### src/rtl/adder_4bit.sv
// Registered 4-bit ripple-carry adder with carry-out, zero flag and a valid strobe.
// Define ADDER_4BIT_OVERFLOW_EN to add the registered signed-overflow output V.
module adder_4bit (
  input  logic       clk,
  input  logic       rst,
  input  logic [3:0] A,
  input  logic [3:0] B,
  input  logic       Cin,
  input  logic       in_valid,
  output logic [3:0] S,
  output logic       Cout,
  output logic       Z,
  output logic       out_valid
`ifdef ADDER_4BIT_OVERFLOW_EN
  ,
  output logic       V
`endif
);

  localparam int DATA_W = 4;

  // Chained full adders. The result is packed as {c[DATA_W-1], c[DATA_W], s}.
  // c[DATA_W-1] is the carry into the sign bit, which is needed for overflow.
  function automatic logic [DATA_W+1:0] ripple_add(input logic [DATA_W-1:0] a,
                                                   input logic [DATA_W-1:0] b,
                                                   input logic              ci);
    logic [DATA_W:0]   c;
    logic [DATA_W-1:0] s;
    c[0] = ci;
    for (int i = 0; i < DATA_W; i++) begin
      s[i]   = a[i] ^ b[i] ^ c[i];
      c[i+1] = (a[i] & b[i]) | (c[i] & (a[i] ^ b[i]));
    end
    return {c[DATA_W-1], c[DATA_W], s};
  endfunction

  logic [DATA_W+1:0] sum_c;
  logic [DATA_W-1:0] s_p0;
  logic              cout_p0;
  logic              z_p0;
  logic              vld_p0;

  always_comb begin
    sum_c = ripple_add(A, B, Cin);
  end

  // ---- stage p0: result registers, loaded only on valid input ----
  always_ff @(posedge clk or posedge rst) begin
    if (rst) begin
      s_p0    <= '0;
      cout_p0 <= 1'b0;
      z_p0    <= 1'b1;
      vld_p0  <= 1'b0;
    end else begin
      vld_p0 <= in_valid;
      if (in_valid) begin
        s_p0    <= sum_c[DATA_W-1:0];
        cout_p0 <= sum_c[DATA_W];
        z_p0    <= ~|sum_c[DATA_W-1:0];
      end
    end
  end

`ifdef ADDER_4BIT_OVERFLOW_EN
  logic v_p0;

  always_ff @(posedge clk or posedge rst) begin
    if (rst) begin
      v_p0 <= 1'b0;
    end else if (in_valid) begin
      v_p0 <= sum_c[DATA_W+1] ^ sum_c[DATA_W];
    end
  end

  assign V = v_p0;
`else
  logic unused_c3;
  assign unused_c3 = sum_c[DATA_W+1];
`endif

  assign S         = s_p0;
  assign Cout      = cout_p0;
  assign Z         = z_p0;
  assign out_valid = vld_p0;

endmodule

### config.mk
export PLATFORM = sky130hd
export DESIGN_NAME = adder_4bit
export DESIGN_NICKNAME = d
export VERILOG_FILES = /design/src/rtl/adder_4bit.sv
export SDC_FILE = /design/constraint.sdc
export NUM_CORES = 1
export LEC_CHECK = 0
export CAP_MARGIN = 20
export CELL_PAD_IN_SITES_DETAIL_PLACEMENT = 1
export CELL_PAD_IN_SITES_GLOBAL_PLACEMENT = 2
export CORE_MARGIN = 4
export CORE_UTILIZATION = 22
export CTS_BUF_LIST = sky130_fd_sc_hd__clkbuf_8
export CTS_CLUSTER_DIAMETER = 50
export DETAILED_ROUTE_END_ITERATION = 10
export PLACE_DENSITY_LB_ADDON = 0.1
export SLEW_MARGIN = 15
export SYNTH_ARGS = -nofsm -noshare
export SYNTH_HDL_FRONTEND = slang
export SYNTH_SLANG_ARGS = --single-unit
### constraint.sdc
create_clock -name clk -period 0.8 [get_ports clk]
set_clock_uncertainty 0.05 [all_clocks]
set_input_delay 0.08 -clock clk [delete_from_list [all_inputs] [get_ports clk]]
set_output_delay 0.08 -clock clk [all_outputs]
set_load 0.02 [all_outputs]
==> results of run 1 <==
-- cell usage after synthesis (all sizes together) --
cell,n,area (um2)
a21oi,1,5.00
buf,1,11.3
dfrtp,6,150
dfstp,1,26.3
fa,4,80.1
inv,5,18.8
mux2,4,60.1
mux2i,1,10.0
nor2,1,3.75
nor4b,1,15.0
-- worst max-delay path: stages --
cell and delay (ns):
buf_6 0.09, fa_2 0.38, fa_2 0.35, fa_2 0.36, inv_2 0.06, fa_1 0.42, nor4b_2 0.17, mux2_4 0.25
-- flip-flops by register name, indices dropped and copies added (netlist names) --
register / count
S: 4
Cout: 1
Z: 1
out_valid: 1
-- kinds of logic (layout without fill, tap and decap cells) --
family	count (synthesis)	in the layout	share of synthesized area (%)
compound gates	1	1	1.31
fa+ha+maj	4	4	21.1
buf+inv	6	32	7.90
flops	7	7	46.4
mux	5	5	18.4
simple gates	2	2	4.93
-- where the power goes --
part           switching [mW]  internal [mW]
sequential             0.0435          0.418
combinational           0.190          0.293
clock                   0.145          0.331
total                   0.379           1.04
-- layout by cell type (no fill, tap or decap), types with 2 or more instances in the layout --
master           instances
dfrtp_1                  6
buf_6                   10
dlygate4sd2_1            2
buf_4                    3
fa_2                     3
clkbuf_8                 3
buf_2                    2
inv_1                    5
clkdlybuf4s50_1          6
mux2_4                   4
-- stage by stage --
stage | instance area [um2] | TNS [ns] | cells
6_report | 664 | -4.86 | 67
5_1_grt | 664 | -5.29 | 67
4_1_cts | 657 | -4.95 | 67
3_5_place_dp | 614 | -10.11 | 63
3_3_place_gp | 614 | -9.97 | 63
2_1_floorplan | 388 | -4.82 | 25
-- worst max-delay path by stage --
| stage | startpoint | to | slack (ns) | cells after the start |
|---|---|---|---|---|
| finish | Cin | Z | -1.26 | 8 |
| global route | Cin | Z | -1.30 | 8 |
| CTS | Cin | Z | -1.27 | 8 |
| detailed placement | A[0] | Z | -1.89 | 8 |
| global placement | A[0] | Z | -1.89 | 8 |
| floorplan | A[0] | Z | -1.36 | 7 |
-- layout make-up --
type	count	area share, %
timing repair buffer	23	33.5
clock inverter	1	0.565
sequential	7	26.6
clock buffer	3	6.21
tap	16	3.01
multi-input combinational	12	27.3
inverter	5	2.82
-- metal layers --
metal / up-vias / track usage [%]
met5: - / 0
met4: 0 / 8.29
met3: 4 / 2.41
met2: 14 / 10.1
met1: 127 / 8.41
li1: 129 / -
-- timing repair --
item	4_1_cts	5_1_grt
gates resized for setup	57	2
pin swaps	5	0
setup endpoints to repair	13	13
==> reports/metrics.yaml, run 1 <==
grt_pass1_wl_um: 1300
grt_util_all_layers_pct: 7.41
coreArea_um2: 1580
ir_drop_mv: 0.956
power_mw: 1.42
regArea_um2: 176
wl_met2_um: 379
clk_pin_slew_ns: 0.04
hold_slack_ns: 0.0336
dp_hpwl_um: 693
ctsHtreeMaxLevel: 1
cts_tree: "built"
synth-seq-cells: 7
syn-cell-area_um2: 380
wl_per_cell_um: 11.7
fmaxAchievable_ghz: 0.485
yosysWarnings: 0
slew_viol_final: 0
initial_core_util_pct: 24.1
synthesis.instances: 25
grt_max_degree: 8
grt_pass1_vias: 283
period_needed_ns: 2.06
postCtsSetupRepairBufs: 0
synth.net_count: 41
maxUsedRoutingLayer: "met4"
power_density_nw_per_um2: 2140
outcome: "finished, violations left"
critPathRequiredTime_ns: 0.90
firstDrtPassIters: 2
endpoint_kind: "flop"
cts_buffers: 3
violations: "negative setup slack"
diodes: 0
tightest_slew_ns: 0.254
vias_per_cell: 4.09
grt.overflow.total: 0
die_w_um: 49.6
hold_buffers: 0
fin_util_pct: 42.1
p_leak_nw: 0.320
hold_class: "in -> async"
grt_setup_unrepaired: "true"
cp_max_fo: 2
yosysSeqAreaShare_pct: 46.4
nNetsFinal: 68
syn2layout_area_growth_pct: 74.7
preCtsSetupSlack_ns: -1.89
drive_gt1_share_pct: 54.9
fin_crit_sh_pct: 258
synth_cell_types: 10
drt-total-wl_um: 783
drt_iter0_drc: 2
drt-met1-wl_um: 314
path_class: "in -> reg"
setup_slack_ns: -1.26
ctsLongestPathBuffers: 2
wl_met3_um: 54
reg2reg_from: "S[0]"
root_buffer: "clkbuf_8"
crit_arrival_ns: 2.16
gp_congestion: 0.613
multiInputGateArea_um2: 181
clk_latency_ns: 0.22
antenna_found_initial: 0
r2r_cells: 2
worst-r2r-setup-slack_ns: -0.13
port-buffer-count: 18
die-area_um2: 2460
postRouteAntennaNets: 0
avgSynthCellArea_um2: 15.2
setup_viol: 13
fp.dieH_um: 49.6
fillers: 171
clock_sinks: 7
critPathLaunchType: "input port"
rows: 14
r2r-end: "S[0]"
drc: 0
drv_cap: 0
vias: 274
io_pins: 19
hold_viol_final: 0
relSlewSlack_pct: 83.1
No activity file was read; power rests on OpenSTA's default activity.
==> inputs of run 2 (changes only) <==
--- a/config.mk
+++ b/config.mk
@@ -5,15 +5,16 @@
 export SDC_FILE = /design/constraint.sdc
 export NUM_CORES = 1
 export LEC_CHECK = 0
-export CAP_MARGIN = 20
+export ABC_AREA = 1
 export CELL_PAD_IN_SITES_DETAIL_PLACEMENT = 1
 export CELL_PAD_IN_SITES_GLOBAL_PLACEMENT = 2
 export CORE_MARGIN = 4
-export CORE_UTILIZATION = 22
+export CORE_UTILIZATION = 20
 export CTS_BUF_LIST = sky130_fd_sc_hd__clkbuf_8
 export CTS_CLUSTER_DIAMETER = 50
 export DETAILED_ROUTE_END_ITERATION = 10
 export PLACE_DENSITY_LB_ADDON = 0.1
+export RECOVER_POWER = 100
 export SLEW_MARGIN = 15
 export SYNTH_ARGS = -nofsm -noshare
 export SYNTH_HDL_FRONTEND = slang
==> run 2 against run 1 <==
The run still ends with negative setup slack left. Flip-flop and latch count is the same. Critical endpoint is now S[3]. Power shrank 3.8%. Global-route usage grew 1.2 points. Clock-buffer cell count is the same. Highest routed layer unchanged. Non-clock buffer count shrank 1. First-iteration DRC count grew 50%. Via count grew 16%. Die area grew 2.3%. Clock power grew 1%. Synthesized area shrank 6.6%. Final cell count grew 24%. Utilization shrank 0.071 points.
==> reports/metrics.yaml, run 2 <==
fin_crit_sh_pct: 223  # -34 points
postRouteAntennaNets: 0  # unchanged
cp_cell_sequence: "buf_6 > fa_2 > fa_2 > fa_2 > inv_2 > fa_2 > o21ai_2"
p_clk_share_pct: 35.3  # +1.8 points
grt_max_degree: 9  # +1
path_class: "in -> reg"
drc: 0  # unchanged
fp.dieH_um: 50.2  # +1.1%
vias_per_cell: 3.84  # -6.0%
clk_latency_ns: 0.23  # about the same
vias: 319  # +16%
r2r-end: "S[3]"
grt.overflow.total: 0  # unchanged
io_pins: 19  # unchanged
gp_congestion: 0.665  # +8.5%
ctsLongestPathBuffers: 2  # unchanged
cts_buffers: 3  # unchanged
diodes: 0  # unchanged
synth_cell_types: 10  # unchanged
worst-r2r-setup-slack_ns: -0.01  # +0.12 ns
synth_top_area_share_pct: 42.3  # +2.8 points
stdcell_count: 83  # +24%
die_w_um: 50.2  # +1.1%
cpMostUsedCell: "fa_2"
crit_path_start: "Cin"
layout_common_cells: "buf_6 (9), dfrtp_1 (6), nand2_1 (6)"
cts_tree: "built"
synthTopCellsByArea: "dfrtp_1 (42%), fa_1 (23%), nand2_1 (11%)"
swShare_pct: 28.3  # +1.6 points
dp_cells: 78  # +24%
synth_edf_count: 0  # unchanged
yosysTopAreaCell: "dfrtp_1"
critPathRequiredTime_ns: 0.90  # about the same
dp_hpwl_um: 744  # +7.4%
grt_util_met2_pct: 12.6  # +2.5 points
clk_pin_slew_ns: 0.04  # about the same
crit_slowest_cell: "fa_2"
synth-seq-cells: 7  # unchanged
crit_end: "S[3]"
port-buffer-count: 18  # unchanged
power_mw: 1.37  # -3.8%
r2r_cells: 3  # +1
use_met1_pct: 9.26  # +0.85 points
combPwrFrac_pct: 32.2  # -1.8 points
power_density_nw_per_um2: 2040  # -4.7%
crit_arrival_ns: 1.89  # -0.27 ns
power_switching_mw: 0.386  # +1.9%
ctsHtreeMaxLevel: 1  # unchanged
ir_drop_mv: 0.725  # -24%
clock_sinks: 7  # unchanged
tightest_slew_ns: 0.275  # +0.0209 ns
hold_viol_final: 0  # unchanged
final_common_cell: "buf_6"
synth.net_count: 49  # +20%
grt_util_all_layers_pct: 8.61  # +1.2 points
cp_max_fo: 2  # unchanged
initial_core_util_pct: 22.3  # -1.8 points
syn2layout_area_growth_pct: 88.7
drt_iter0_drc: 3  # +1
violations: "negative setup slack"
drv_cap: 0  # unchanged
multiInputGateArea_um2: 188  # +3.4%
reg2reg_from: "S[3]"
ys.flop_type: "dfrtp_1"
drive_gt1_share_pct: 54.2  # -0.66 points
drt-total-wl_um: 868  # +11%
synth_commonest_cells: "nand2_1 (10), dfrtp_1 (6), fa_1 (4), inv_1 (4), nor2_1 (3)"
top_usage_layer: "met2"
yosysSeqAreaShare_pct: 49.6  # +3.3 points
cell_internal_pwr_mw: 0.981  # -5.9%
firstDrtPassIters: 3  # +1
finalSetupTns_ns: -4.34  # +0.523 ns
slew_viol_final: 0  # unchanged
endpoint_kind: "flop"
rows: 14  # unchanged
fillers: 177  # +3.5%
period_needed_ns: 1.79  # -0.276 ns
avgSynthCellArea_um2: 10.8  # -29%
outcome: "finished, violations left"
yosysWarnings: 0  # unchanged
antenna_found_initial: 0  # unchanged
root_buffer: "clkbuf_8"
syn-cell-area_um2: 355  # -6.6%
synth_most_common_cell: "nand2_1"
largest_reg_flops: 4  # unchanged
grt_setup_unrepaired: "true"
coreArea_um2: 1590  # +1.1%
async_reset_ff_share_pct: 100  # unchanged
wl_per_cell_um: 10.5  # -11%
hold_class: "in -> async"
synthesis.instances: 33  # +32%
die-area_um2: 2520  # +2.3%
nNetsFinal: 76  # +12%
seq_power_share_pct: 32.5  # about the same
setup_viol: 13  # unchanged
p_leak_nw: 0.313  # -2.1%
relSlewSlack_pct: 81.7  # -1.4 points
grt_pass1_vias: 356  # +26%
regArea_um2: 176  # unchanged
critPathLaunchType: "input port"
setup_slack_ns: -0.986  # +0.276 ns
cpPeakStageDelay_ns: 0.45  # +0.03 ns
grt_pass1_wl_um: 1550  # +19%
gr-usage-met3_pct: 3.55  # +1.1 points
fmaxAchievable_ghz: 0.560  # +15%
[run 2: changes by cell type after synthesis]
| cell | previous run | this run |
|---|---|---|
| a21oi_1 | 1 | 0 |
| buf_6 | 1 | 0 |
| inv_1 | 5 | 4 |
| inv_2 | 0 | 1 |
| mux2_4 | 4 | 0 |
| mux2i_1 | 1 | 0 |
| nand2_1 | 0 | 10 |
| nand3_2 | 0 | 1 |
| nor2_1 | 1 | 3 |
| nor2_4 | 0 | 1 |
| nor4b_2 | 1 | 0 |
| o21ai_0 | 0 | 2 |
[run 2: per-layer routing]
metal / routed length (um) / vias up
met5: 0 / -
met4: 27 / 0
met3: 64 / 2
met2: 436 / 12
met1: 340 / 156
li1: - / 149
[run 2: repair_timing]
action                     in CTS  in global routing
hold buffers                    0                  0
setup endpoints to repair      13                 13
gates resized for setup        56                  8
pin swaps                       5                  4
buffers inserted                0                  1
[run 2: worst max-delay path, delay by kind of cell]
kind,cells,cell delay (ns)
fa+ha+maj,4,1.53
buf+inv,2,0.17
compound gates,1,0.11
[run 2: per-stage QoR]
| stage | worst slack, ns | utilization, % | area, um2 | hold slack, ns |
|---|---|---|---|---|
| 6_report | -0.986 | 42.1 | 671 | 0.173 |
| 5_1_grt | -1.05 | 42.1 | 671 | 0.203 |
| 4_1_cts | -1.01 | 40.1 | 639 | 0.0480 |
| 3_5_place_dp | -1.62 | 37.4 | 596 | 0.298 |
| 3_3_place_gp | -1.59 | 37.4 | 596 | 0.284 |
| 2_1_floorplan | -1.09 | - | 363 | -0.167 |
[run 2: logic make-up after synthesis]
group,count (synthesis),synth area share [%]
DFF,7,49.6
adders and majority gates,4,22.5
and+or+nand+nor,15,19.7
AOI/OAI and AO/OA,2,2.82
buffers and inverters,5,5.28
[run 2: worst min path at each step]
stage	startpoint	to	depth (start not counted)
2_1_floorplan	rst	Cout	1
3_3_place_gp	rst	S[3]	2
3_5_place_dp	rst	S[3]	2
4_1_cts	rst	S[0]	2
5_1_grt	rst	S[0]	2
6_report	rst	S[0]	2
[run 2: layout make-up]
class                   instances  area share [%]
clock buffers                   3            6.16
clock inverters                 1           0.560
inverters                       5            2.80
multi-input cells              21            28.0
flip-flops and latches          7            26.3
well taps                      24            4.48
repair buffers                 22            31.7
[run 2: power by group through the flow]
stage	combinational [mW]	sequential [mW]	clock, mW
3_5_place_dp	0.402	0.438	0
2_1_floorplan	0.121	0.497	0
3_3_place_gp	0.395	0.434	0
4_1_cts	0.405	0.444	0.501
5_1_grt	0.481	0.452	0.531
6_report	0.440	0.444	0.483
==> inputs of run 3 (changes only) <==
--- a/config.mk
+++ b/config.mk
@@ -15,7 +15,6 @@
 export DETAILED_ROUTE_END_ITERATION = 10
 export PLACE_DENSITY_LB_ADDON = 0.1
 export RECOVER_POWER = 100
-export SLEW_MARGIN = 15
 export SYNTH_ARGS = -nofsm -noshare
 export SYNTH_HDL_FRONTEND = slang
 export SYNTH_SLANG_ARGS = --single-unit
==> results of run 3 <==
The final DEF is identical to that of run 2; final timing and power are the same.
